**src/rtl/entity_pkg.sv**
```systemverilog
// Shared opcode, direction and life-state encodings for the game-entity controller.
package entity_pkg;

   localparam logic [3:0] OP_HEAL    = 4'h1;
   localparam logic [3:0] OP_DAMAGE  = 4'h2;
   localparam logic [3:0] OP_ATK_ADD = 4'h3;
   localparam logic [3:0] OP_ATK_SET = 4'h4;
   localparam logic [3:0] OP_MOVE    = 4'h5;
   localparam logic [3:0] OP_SET_HP  = 4'h6;
   localparam logic [3:0] OP_RESPAWN = 4'h7;

   localparam logic [7:0] DIR_UP    = 8'd0;
   localparam logic [7:0] DIR_LEFT  = 8'd1;
   localparam logic [7:0] DIR_DOWN  = 8'd2;
   localparam logic [7:0] DIR_RIGHT = 8'd3;

   typedef enum logic [1:0] {
      ST_ALIVE = 2'b00,
      ST_HIT   = 2'b01,
      ST_DEAD  = 2'b10
   } life_state_t;

   function automatic logic [7:0] sat_add8(input logic [7:0] a, input logic [7:0] b,
                                           input logic [7:0] ceiling);
      logic [8:0] sum;
      sum = {1'b0, a} + {1'b0, b};
      return (sum > {1'b0, ceiling}) ? ceiling : sum[7:0];
   endfunction

endpackage

```
**src/rtl/entity_unit_if.sv**
```systemverilog
// Instruction bus and entity status bundle; the controller is the slave side.
interface entity_unit_if #(parameter int COORD_W = 8);

   logic [15:0]          instruction;
   logic                 instr_valid;
   logic                 move_tick;
   logic [COORD_W-1:0]   pos_x;
   logic [COORD_W-1:0]   pos_y;
   logic [2*COORD_W-1:0] position;
   logic [7:0]           hp;
   logic [7:0]           atk;
   logic [1:0]           life_state;
   logic                 is_death;
   logic                 invuln;

   modport master (
      output instruction, instr_valid, move_tick,
      input  pos_x, pos_y, position, hp, atk, life_state, is_death, invuln
   );

   modport slave (
      input  instruction, instr_valid, move_tick,
      output pos_x, pos_y, position, hp, atk, life_state, is_death, invuln
   );

endinterface

```
**src/rtl/entity_unit_axis_step_clamp.sv**
```systemverilog
// One-axis step of SPEED pixels, computed one bit wider and clamped to [LO, HI].
module axis_step_clamp #(
   parameter int COORD_W = 8,
   parameter int SPEED   = 10,
   parameter int LO      = 8,
   parameter int HI      = 192
) (
   input  logic [COORD_W-1:0] coord,
   input  logic               inc,
   input  logic               dec,
   output logic [COORD_W-1:0] next_coord
);

   localparam logic [COORD_W:0] SPEED_W = (COORD_W+1)'(SPEED);
   localparam logic [COORD_W:0] LO_W    = (COORD_W+1)'(LO);
   localparam logic [COORD_W:0] HI_W    = (COORD_W+1)'(HI);

   logic [COORD_W:0] ext;
   logic [COORD_W:0] stepped;
   logic [COORD_W:0] clamped;

   // Decrement floors at zero before clamping so the arena edge never wraps.
   always_comb begin
      ext     = {1'b0, coord};
      stepped = ext;
      clamped = ext;
      if (inc && !dec) begin
         stepped = ext + SPEED_W;
      end else if (dec && !inc) begin
         stepped = (ext >= SPEED_W) ? (ext - SPEED_W) : '0;
      end
      if (stepped < LO_W) begin
         clamped = LO_W;
      end else if (stepped > HI_W) begin
         clamped = HI_W;
      end else begin
         clamped = stepped;
      end
      next_coord = clamped[COORD_W-1:0];
   end

endmodule

```
**src/rtl/entity_unit.sv**
```systemverilog
// Game-entity controller: position, HP, ATK and ALIVE/HIT/DEAD life state.
// Optional HP regeneration while ALIVE is built when ENTITY_REGEN_EN is defined.
module entity_unit
   import entity_pkg::*;
#(
   parameter int COORD_W      = 8,
   parameter int ARENA_MIN    = 0,
   parameter int ARENA_MAX    = 200,
   parameter int SIZE         = 16,
   parameter int SPEED        = 10,
   parameter int HP_MAX       = 100,
   parameter int ATK_INIT     = 10,
   parameter int START_X      = 100,
   parameter int START_Y      = 100,
   parameter int IFRAME_TICKS = 5,
   parameter int REGEN_TICKS  = 20
) (
   input  logic         clk,
   input  logic         rst_n,
   entity_unit_if.slave bus
);

   localparam logic [7:0]         HP_MAX8     = 8'(HP_MAX);
   localparam logic [7:0]         ATK_INIT8   = 8'(ATK_INIT);
   localparam logic [7:0]         IFRAME_INIT = 8'(IFRAME_TICKS);
   localparam logic [COORD_W-1:0] START_XC    = COORD_W'(START_X);
   localparam logic [COORD_W-1:0] START_YC    = COORD_W'(START_Y);
   localparam int                 LO_EDGE     = ARENA_MIN + SIZE / 2;
   localparam int                 HI_EDGE     = ARENA_MAX - SIZE / 2;

   life_state_t        state_q, state_d;
   logic [7:0]         hp_q, hp_d;
   logic [7:0]         atk_q, atk_d;
   logic [7:0]         iframe_q, iframe_d;
   logic [COORD_W-1:0] x_q, x_d, y_q, y_d;
   logic [COORD_W-1:0] x_step, y_step;

   logic [3:0] opcode;
   logic [7:0] operand;
   logic       move_go;
   logic       x_inc, x_dec, y_inc, y_dec;
   logic [7:0] dmg_result;
   logic       unused_instr_bits;

   assign opcode            = bus.instruction[15:12];
   assign operand           = bus.instruction[11:4];
   assign unused_instr_bits = ^bus.instruction[3:0];

   assign move_go = bus.instr_valid && bus.move_tick && (opcode == OP_MOVE) &&
                    (state_q != ST_DEAD);
   assign x_inc   = move_go && (operand == DIR_RIGHT);
   assign x_dec   = move_go && (operand == DIR_LEFT);
   assign y_inc   = move_go && (operand == DIR_DOWN);
   assign y_dec   = move_go && (operand == DIR_UP);

   assign dmg_result = (hp_q > operand) ? (hp_q - operand) : 8'd0;

   axis_step_clamp #(.COORD_W(COORD_W), .SPEED(SPEED), .LO(LO_EDGE), .HI(HI_EDGE)) u_step_x (
      .coord(x_q), .inc(x_inc), .dec(x_dec), .next_coord(x_step)
   );

   axis_step_clamp #(.COORD_W(COORD_W), .SPEED(SPEED), .LO(LO_EDGE), .HI(HI_EDGE)) u_step_y (
      .coord(y_q), .inc(y_inc), .dec(y_dec), .next_coord(y_step)
   );

`ifdef ENTITY_REGEN_EN
   localparam logic [7:0] REGEN_LAST = 8'(REGEN_TICKS - 1);
   logic [7:0] regen_q, regen_d;
`endif

   // Tick-driven updates are applied first so an accepted instruction in the
   // same cycle can override them (e.g. set HP 0 while the i-frames expire).
   always_comb begin
      state_d  = state_q;
      hp_d     = hp_q;
      atk_d    = atk_q;
      iframe_d = iframe_q;
      x_d      = x_q;
      y_d      = y_q;
`ifdef ENTITY_REGEN_EN
      regen_d  = regen_q;
`endif

      if (bus.move_tick && (state_q == ST_HIT)) begin
         if (iframe_q <= 8'd1) begin
            iframe_d = '0;
            state_d  = ST_ALIVE;
         end else begin
            iframe_d = iframe_q - 8'd1;
         end
      end

`ifdef ENTITY_REGEN_EN
      if (bus.move_tick && (state_q == ST_ALIVE)) begin
         if (regen_q >= REGEN_LAST) begin
            regen_d = '0;
            hp_d    = sat_add8(hp_q, 8'd1, HP_MAX8);
         end else begin
            regen_d = regen_q + 8'd1;
         end
      end
`endif

      if (bus.instr_valid) begin
         if (state_q == ST_DEAD) begin
            if (opcode == OP_RESPAWN) begin
               hp_d = HP_MAX8;
               x_d  = START_XC;
               y_d  = START_YC;
               if (IFRAME_TICKS > 0) begin
                  state_d  = ST_HIT;
                  iframe_d = IFRAME_INIT;
               end else begin
                  state_d  = ST_ALIVE;
                  iframe_d = '0;
               end
            end
         end else begin
            case (opcode)
               OP_HEAL:    hp_d  = sat_add8(hp_q, operand, HP_MAX8);
               OP_ATK_ADD: atk_d = sat_add8(atk_q, operand, 8'hFF);
               OP_ATK_SET: atk_d = operand;
               OP_MOVE: begin
                  if (x_inc || x_dec) x_d = x_step;
                  if (y_inc || y_dec) y_d = y_step;
               end
               OP_DAMAGE: begin
                  if (state_q == ST_ALIVE) begin
                     hp_d = dmg_result;
`ifdef ENTITY_REGEN_EN
                     regen_d = '0;
`endif
                     if (dmg_result == 8'd0) begin
                        state_d  = ST_DEAD;
                        iframe_d = '0;
                     end else if ((operand != 8'd0) && (IFRAME_TICKS > 0)) begin
                        state_d  = ST_HIT;
                        iframe_d = IFRAME_INIT;
                     end
                  end
               end
               OP_SET_HP: begin
                  hp_d = (operand > HP_MAX8) ? HP_MAX8 : operand;
                  if (operand == 8'd0) begin
                     state_d  = ST_DEAD;
                     iframe_d = '0;
`ifdef ENTITY_REGEN_EN
                     regen_d  = '0;
`endif
                  end
               end
               default: ;
            endcase
         end
      end
   end

   always_ff @(posedge clk or negedge rst_n) begin
      if (!rst_n) begin
         state_q  <= ST_ALIVE;
         hp_q     <= HP_MAX8;
         atk_q    <= ATK_INIT8;
         iframe_q <= '0;
         x_q      <= START_XC;
         y_q      <= START_YC;
      end else begin
         state_q  <= state_d;
         hp_q     <= hp_d;
         atk_q    <= atk_d;
         iframe_q <= iframe_d;
         x_q      <= x_d;
         y_q      <= y_d;
      end
   end

`ifdef ENTITY_REGEN_EN
   always_ff @(posedge clk or negedge rst_n) begin
      if (!rst_n) begin
         regen_q <= '0;
      end else begin
         regen_q <= regen_d;
      end
   end
`endif

   assign bus.pos_x      = x_q;
   assign bus.pos_y      = y_q;
   assign bus.position   = {x_q, y_q};
   assign bus.hp         = hp_q;
   assign bus.atk        = atk_q;
   assign bus.life_state = state_q;
   assign bus.is_death   = (state_q == ST_DEAD);
   assign bus.invuln     = (state_q == ST_HIT);

endmodule

```
**src/flat_wrapper.sv**
```systemverilog
// flat-port wrapper written by rule: the top's interface ports become plain ports
module entity_unit_flat import entity_pkg::*;
#(
   parameter int COORD_W      = 8,
   parameter int ARENA_MIN    = 0,
   parameter int ARENA_MAX    = 200,
   parameter int SIZE         = 16,
   parameter int SPEED        = 10,
   parameter int HP_MAX       = 100,
   parameter int ATK_INIT     = 10,
   parameter int START_X      = 100,
   parameter int START_Y      = 100,
   parameter int IFRAME_TICKS = 5,
   parameter int REGEN_TICKS  = 20
)
  (clk, rst_n, bus_instruction, bus_instr_valid, bus_move_tick, bus_pos_x, bus_pos_y, bus_position, bus_hp, bus_atk, bus_life_state, bus_is_death, bus_invuln);
  entity_unit_if #(.COORD_W(COORD_W)) bus_i ();
  input  logic clk;
  input  logic rst_n;
  input wire logic [$bits(bus_i.instruction)-1:0] bus_instruction;
  input wire logic [$bits(bus_i.instr_valid)-1:0] bus_instr_valid;
  input wire logic [$bits(bus_i.move_tick)-1:0] bus_move_tick;
  output wire logic [$bits(bus_i.pos_x)-1:0] bus_pos_x;
  output wire logic [$bits(bus_i.pos_y)-1:0] bus_pos_y;
  output wire logic [$bits(bus_i.position)-1:0] bus_position;
  output wire logic [$bits(bus_i.hp)-1:0] bus_hp;
  output wire logic [$bits(bus_i.atk)-1:0] bus_atk;
  output wire logic [$bits(bus_i.life_state)-1:0] bus_life_state;
  output wire logic [$bits(bus_i.is_death)-1:0] bus_is_death;
  output wire logic [$bits(bus_i.invuln)-1:0] bus_invuln;
  assign bus_i.instruction = bus_instruction;
  assign bus_i.instr_valid = bus_instr_valid;
  assign bus_i.move_tick = bus_move_tick;
  assign bus_pos_x = bus_i.pos_x;
  assign bus_pos_y = bus_i.pos_y;
  assign bus_position = bus_i.position;
  assign bus_hp = bus_i.hp;
  assign bus_atk = bus_i.atk;
  assign bus_life_state = bus_i.life_state;
  assign bus_is_death = bus_i.is_death;
  assign bus_invuln = bus_i.invuln;
  entity_unit #(.COORD_W(COORD_W), .ARENA_MIN(ARENA_MIN), .ARENA_MAX(ARENA_MAX), .SIZE(SIZE), .SPEED(SPEED), .HP_MAX(HP_MAX), .ATK_INIT(ATK_INIT), .START_X(START_X), .START_Y(START_Y), .IFRAME_TICKS(IFRAME_TICKS), .REGEN_TICKS(REGEN_TICKS)) u_core (.clk(clk), .rst_n(rst_n), .bus(bus_i));
endmodule
```
**config.mk**
```make
export PLATFORM = sky130hd
export DESIGN_NAME = entity_unit_flat
export DESIGN_NICKNAME = d
export VERILOG_FILES = /design/src/rtl/entity_pkg.sv /design/src/rtl/entity_unit_if.sv /design/src/rtl/entity_unit_axis_step_clamp.sv /design/src/rtl/entity_unit.sv /design/src/flat_wrapper.sv
export SDC_FILE = /design/constraint.sdc
export NUM_CORES = 1
export LEC_CHECK = 0
export CAP_MARGIN = 10
export CORE_AREA = 5 5 103 105
export CTS_BUF_LIST = sky130_fd_sc_hd__clkbuf_4 sky130_fd_sc_hd__clkbuf_8
export CTS_CLUSTER_DIAMETER = 120
export CTS_CLUSTER_SIZE = 24
export DETAILED_ROUTE_END_ITERATION = 10
export DIE_AREA = 0 0 108 110
export GPL_TIMING_DRIVEN = 1
export PLACE_DENSITY = 0.74
export SLEW_MARGIN = 10
export SYNTH_ARGS = -nofsm -noshare
export SYNTH_HDL_FRONTEND = slang
export SYNTH_SLANG_ARGS = --single-unit
```
**constraint.sdc**
```tcl
create_clock -name clk -period 4 [get_ports clk]
set_clock_uncertainty 0.2 [all_clocks]
set_input_delay 0.6 -clock clk [delete_from_list [all_inputs] [get_ports clk]]
set_output_delay 0.6 -clock clk [all_outputs]
set_load 0.005 [all_outputs]
```
==> summary by stage <==
Status
The run finished with clean final reports.

Timing
At the pin with the least slew margin, the transition time is 1.01 ns. Derived from the worst setup path, the maximum achievable clock frequency is 269 MHz. The hold violation count in the final report was 0.

After layout, the minimum clock period comes to 3.72 ns. The final-report setup violation count is 0. The smallest hold slack is 0.261 ns. Of the available clock period, the critical path in the final layout requires 92.9%. The final sum of negative setup slack is 0 ns. The number of pins with negative max-slew slack in the final report is 0.

Measured against its own limit, the worst slew margin works out to 33.0%. Setup repair after global routing left no endpoint under its margin.

Global routing
The first global-routing pass estimated 22800 um of wire. The initial antenna violation count is 0. Entering global routing, the biggest net connects 43 pins. The via count of the first global-routing pass is 4739. The sum of overflow across all layers after global routing is 0.

Global routing used 23.5% of the available tracks across all layers.

Setup path
The type of element capturing the critical path is a flip-flop. For the worst setup path, the data required time is 3.94 ns. Along the worst path, the maximum fanout reaches 4. The number of buffer and inverter instances along the worst setup path is 3. The longest individual stage delay on the worst path is 0.50 ns.

Among cell families on the critical path, the largest total delay comes from simple AND/OR/NAND/NOR gates. The critical path goes through clkdlybuf4s50_1, inv_1, ha_1, nor2b_1, o21bai_1, a211oi_1, or4_1, a21oi_1, a2111oi_0, buf_4, nor3_1, o21ai_0. STA puts the critical path data arrival time at 3.66 ns. STA classifies the critical path startpoint as a primary input.

The setup path with the least slack is of type primary input to flip-flop. Among all stages on the critical path, the largest delay is contributed by sky130_fd_sc_hd__or4_1.

Synth
Of the synthesized area, sequential elements account for 22.9%. The unique cell type count in the Yosys netlist is 91. A synthesized cell averages 7.93 sq um.

In this run the cell area of the synthesized design comes to 0.00464 sq mm. The post-synthesis sequential element count is 42. The synthesized design contains 0 enable-type register cells. In the synthesized netlist the dominant register cell turns out to be sky130_fd_sc_hd__dfrtp_1.

The share of async-settable or async-resettable flops after synthesis is 100%. The synthesized instance count is 586. Yosys printed 0 warnings.

The number of nets in the synthesized netlist is 639.

Pwr
The worst supply voltage drop on vdd is 0.000343 V. Power comes to 2.74 mW. For this design the static power due to leakage is 2.34 nW. The areal power density over the cells is 489 mW/mm^2.

Place
The standard cell area after detailed placement is 0.00547 sq mm. Once placement completed, the tool counted placed cells totaling 778. The routability congestion estimate is 0.909.

The count of buffers inserted at the top-level ports is 67. The detailed placement HPWL is 10600 um.

Floorplanning
The number of top-level design ports is 72. The area of the core is 0.00955 sq mm. Measured along the y axis, the die boundary spans 110 um. The die outline area is 0.0119 sq mm.

The standard-cell row count is 36. For this configuration, the core starts out at a cell density of 48.6%. The die is 108 um wide.

CTS
The cell chosen for the clock root is sky130_fd_sc_hd__clkbuf_8. The clock drives 42 sinks. Buffers inserted to repair hold after CTS numbered 0. The count of H-tree levels built during CTS is 2.

TritonCTS built the clock tree. The clock network latency to the later pin of the worst-skew pair is 0.30 ns. Clock-pin slew was measured on the worst setup and hold paths at 0.09 ns.

Buffers inserted during clock tree synthesis total 5. The largest buffer count on any clock path is 2. Gates resized during post-CTS repair numbered 0. The buffer count from post-CTS setup fixing is 0.

Routing
The routed via count is 4904. The DRC marker count from the first detailed-route iteration is 317. After detailed routing, the total wire length is 14000 um. For this run, design rule violations remaining after detail routing come to 0. The average wire per standard cell is 17.8 um. In this run the remaining antenna-violating nets after routing total 0.

Using the TritonRoute via totals, the vias-per-cell ratio works out to 6.24. The first TritonRoute pass finished after 5 iterations.

Cells and area
The antenna diode instance count is 0. The number of fill cells in the layout is 886. The top cell types in the final layout, fill and taps aside, are 66 x sky130_fd_sc_hd__clkdlybuf4s50_1, 47 x sky130_fd_sc_hd__nand2_1, 41 x sky130_fd_sc_hd__a21oi_1. The fraction of layout cells with a size suffix above 1 is 13.5%. The final instance count without filler cells is 786.

With fillers left out, the area of the finished cells amounts to 0.00561 sq mm. The area growth from synthesis to layout is 20.8%. The net count of the finished layout is 705. The most common cell after layout, fill and taps aside is sky130_fd_sc_hd__clkdlybuf4s50_1.

Job
Max-cap violations in this run came to 0.

Hold path
The worst hold path belongs to the class primary input to async pin.
## Yosys cell counts (4+ instances only)
cell | n | area [sq um]
sky130_fd_sc_hd__inv_1 | 37 | 139
sky130_fd_sc_hd__or3b_2 | 4 | 35.0
sky130_fd_sc_hd__nand2b_1 | 7 | 43.8
sky130_fd_sc_hd__nor3_1 | 25 | 125
sky130_fd_sc_hd__a22oi_1 | 4 | 30.0
sky130_fd_sc_hd__xor2_1 | 8 | 70.1
sky130_fd_sc_hd__nor2_1 | 37 | 139
sky130_fd_sc_hd__mux2i_1 | 4 | 40.0
sky130_fd_sc_hd__a21o_1 | 8 | 60.1
sky130_fd_sc_hd__o211a_1 | 4 | 40.0
sky130_fd_sc_hd__dfstp_2 | 11 | 289
sky130_fd_sc_hd__o21ai_1 | 7 | 35.0
sky130_fd_sc_hd__or2_2 | 5 | 31.3
sky130_fd_sc_hd__xnor2_1 | 8 | 70.1
sky130_fd_sc_hd__o21bai_1 | 5 | 37.5
sky130_fd_sc_hd__a22o_1 | 4 | 35.0
sky130_fd_sc_hd__dfrtp_1 | 31 | 776
sky130_fd_sc_hd__o22ai_1 | 12 | 75.1
sky130_fd_sc_hd__buf_4 | 17 | 128
sky130_fd_sc_hd__nand3b_1 | 4 | 30.0
sky130_fd_sc_hd__ha_1 | 30 | 375
sky130_fd_sc_hd__or4_1 | 6 | 45.0
sky130_fd_sc_hd__and3_1 | 4 | 25.0
sky130_fd_sc_hd__nor4_1 | 10 | 62.6
sky130_fd_sc_hd__nand4_1 | 7 | 43.8
sky130_fd_sc_hd__nand3_1 | 14 | 70.1
sky130_fd_sc_hd__o31ai_1 | 12 | 90.1
sky130_fd_sc_hd__o21ai_0 | 39 | 195
sky130_fd_sc_hd__nand2_1 | 47 | 176
sky130_fd_sc_hd__or3_1 | 9 | 56.3
sky130_fd_sc_hd__o21a_1 | 7 | 52.6
sky130_fd_sc_hd__a21oi_1 | 41 | 205
sky130_fd_sc_hd__buf_2 | 4 | 20.0
sky130_fd_sc_hd__a211oi_1 | 8 | 60.1
sky130_fd_sc_hd__a221oi_2 | 4 | 60.1
sky130_fd_sc_hd__a31oi_1 | 7 | 43.8
sky130_fd_sc_hd__nor2b_1 | 11 | 68.8
sky130_fd_sc_hd__clkbuf_1 | 13 | 48.8
## worst reg2reg max path, cell delays in order (launching register included)
cell                        delay (ns)
sky130_fd_sc_hd__dfrtp_1          0.47
sky130_fd_sc_hd__ha_1             0.36
sky130_fd_sc_hd__nor2b_1          0.06
sky130_fd_sc_hd__o21bai_1         0.22
sky130_fd_sc_hd__a211oi_1         0.16
sky130_fd_sc_hd__or4_1            0.50
sky130_fd_sc_hd__a21oi_1          0.25
sky130_fd_sc_hd__a2111oi_0        0.15
sky130_fd_sc_hd__buf_4            0.16
sky130_fd_sc_hd__nor3_1           0.42
sky130_fd_sc_hd__o21ai_0          0.20
## stage by stage
step	util [%]	setup WS, ns
3_5_place_dp	57.3	0.0264
4_1_cts	58.7	0.336
3_3_place_gp	57.3	0.112
5_1_grt	58.7	0.178
2_1_floorplan	-	0.722
6_report	58.7	0.282
## sequential cells by signal, indices dropped and copies added (netlist names)
name                   flops
u_core.bus.atk             8
u_core.bus.hp              8
u_core.bus.life_state      2
u_core.bus.pos_x           8
u_core.bus.pos_y           8
u_core.iframe_q            8
## routing by layer
layer | vias to the layer above | global-route usage, % | part of all wire [%] | wire length, um
met2 | 232 | 40.4 | 48 | 6780
met5 | - | 0 | 0 | 0
li1 | 2320 | - | - | -
met4 | 0 | 7.39 | 1.8 | 253
met1 | 2331 | 30.2 | 42 | 5890
met3 | 21 | 4.14 | 7.8 | 1090
## power breakdown
part | internal, mW | total (mW) | switching [mW]
clock | 0.250 | 0.414 | 0.164
sequential | 0.565 | 0.723 | 0.158
combinational | 0.754 | 1.61 | 0.854
## worst paths after layout
check / to / from / cells past startpoint / slack [ns]
setup / recovery: u_core.bus.hp[4] / bus_instruction[5] / 12 / 0.28
hold / removal: u_core.iframe_q[6] / rst_n / 1 / 0.26
setup reg to reg: u_core.bus.hp[4] / u_core.bus.hp[1] / 10 / 0.70
hold reg to reg: u_core.bus.atk[3] / u_core.bus.atk[3] / 2 / 0.31
max in group asynchronous: u_core.bus.atk[5] / rst_n / 1 / 2.71
min in group clk: u_core.bus.atk[3] / u_core.bus.atk[3] / 2 / 0.31
## area by class of cell
type,count,area [sq um],area share (%)
sequential,42,1060,19.0
clock inverter,3,68.8,1.23
multi-input combinational,472,3230,57.6
clock buffer,5,68.8,1.23
tap,133,166,2.97
inverter,37,139,2.48
timing repair buffer,94,868,15.5
## cell families after synthesis
| group | after synthesis | share of synthesized area (%) |
|---|---|---|
| mux | 5 | 1.16 |
| flops | 42 | 22.9 |
| xor+xnor | 16 | 3.02 |
| fa+ha+maj | 33 | 9.38 |
| compound gates | 198 | 29.6 |
| buf+inv | 72 | 7.46 |
| simple gates | 220 | 26.5 |
(Power assumes the default switching activity.)
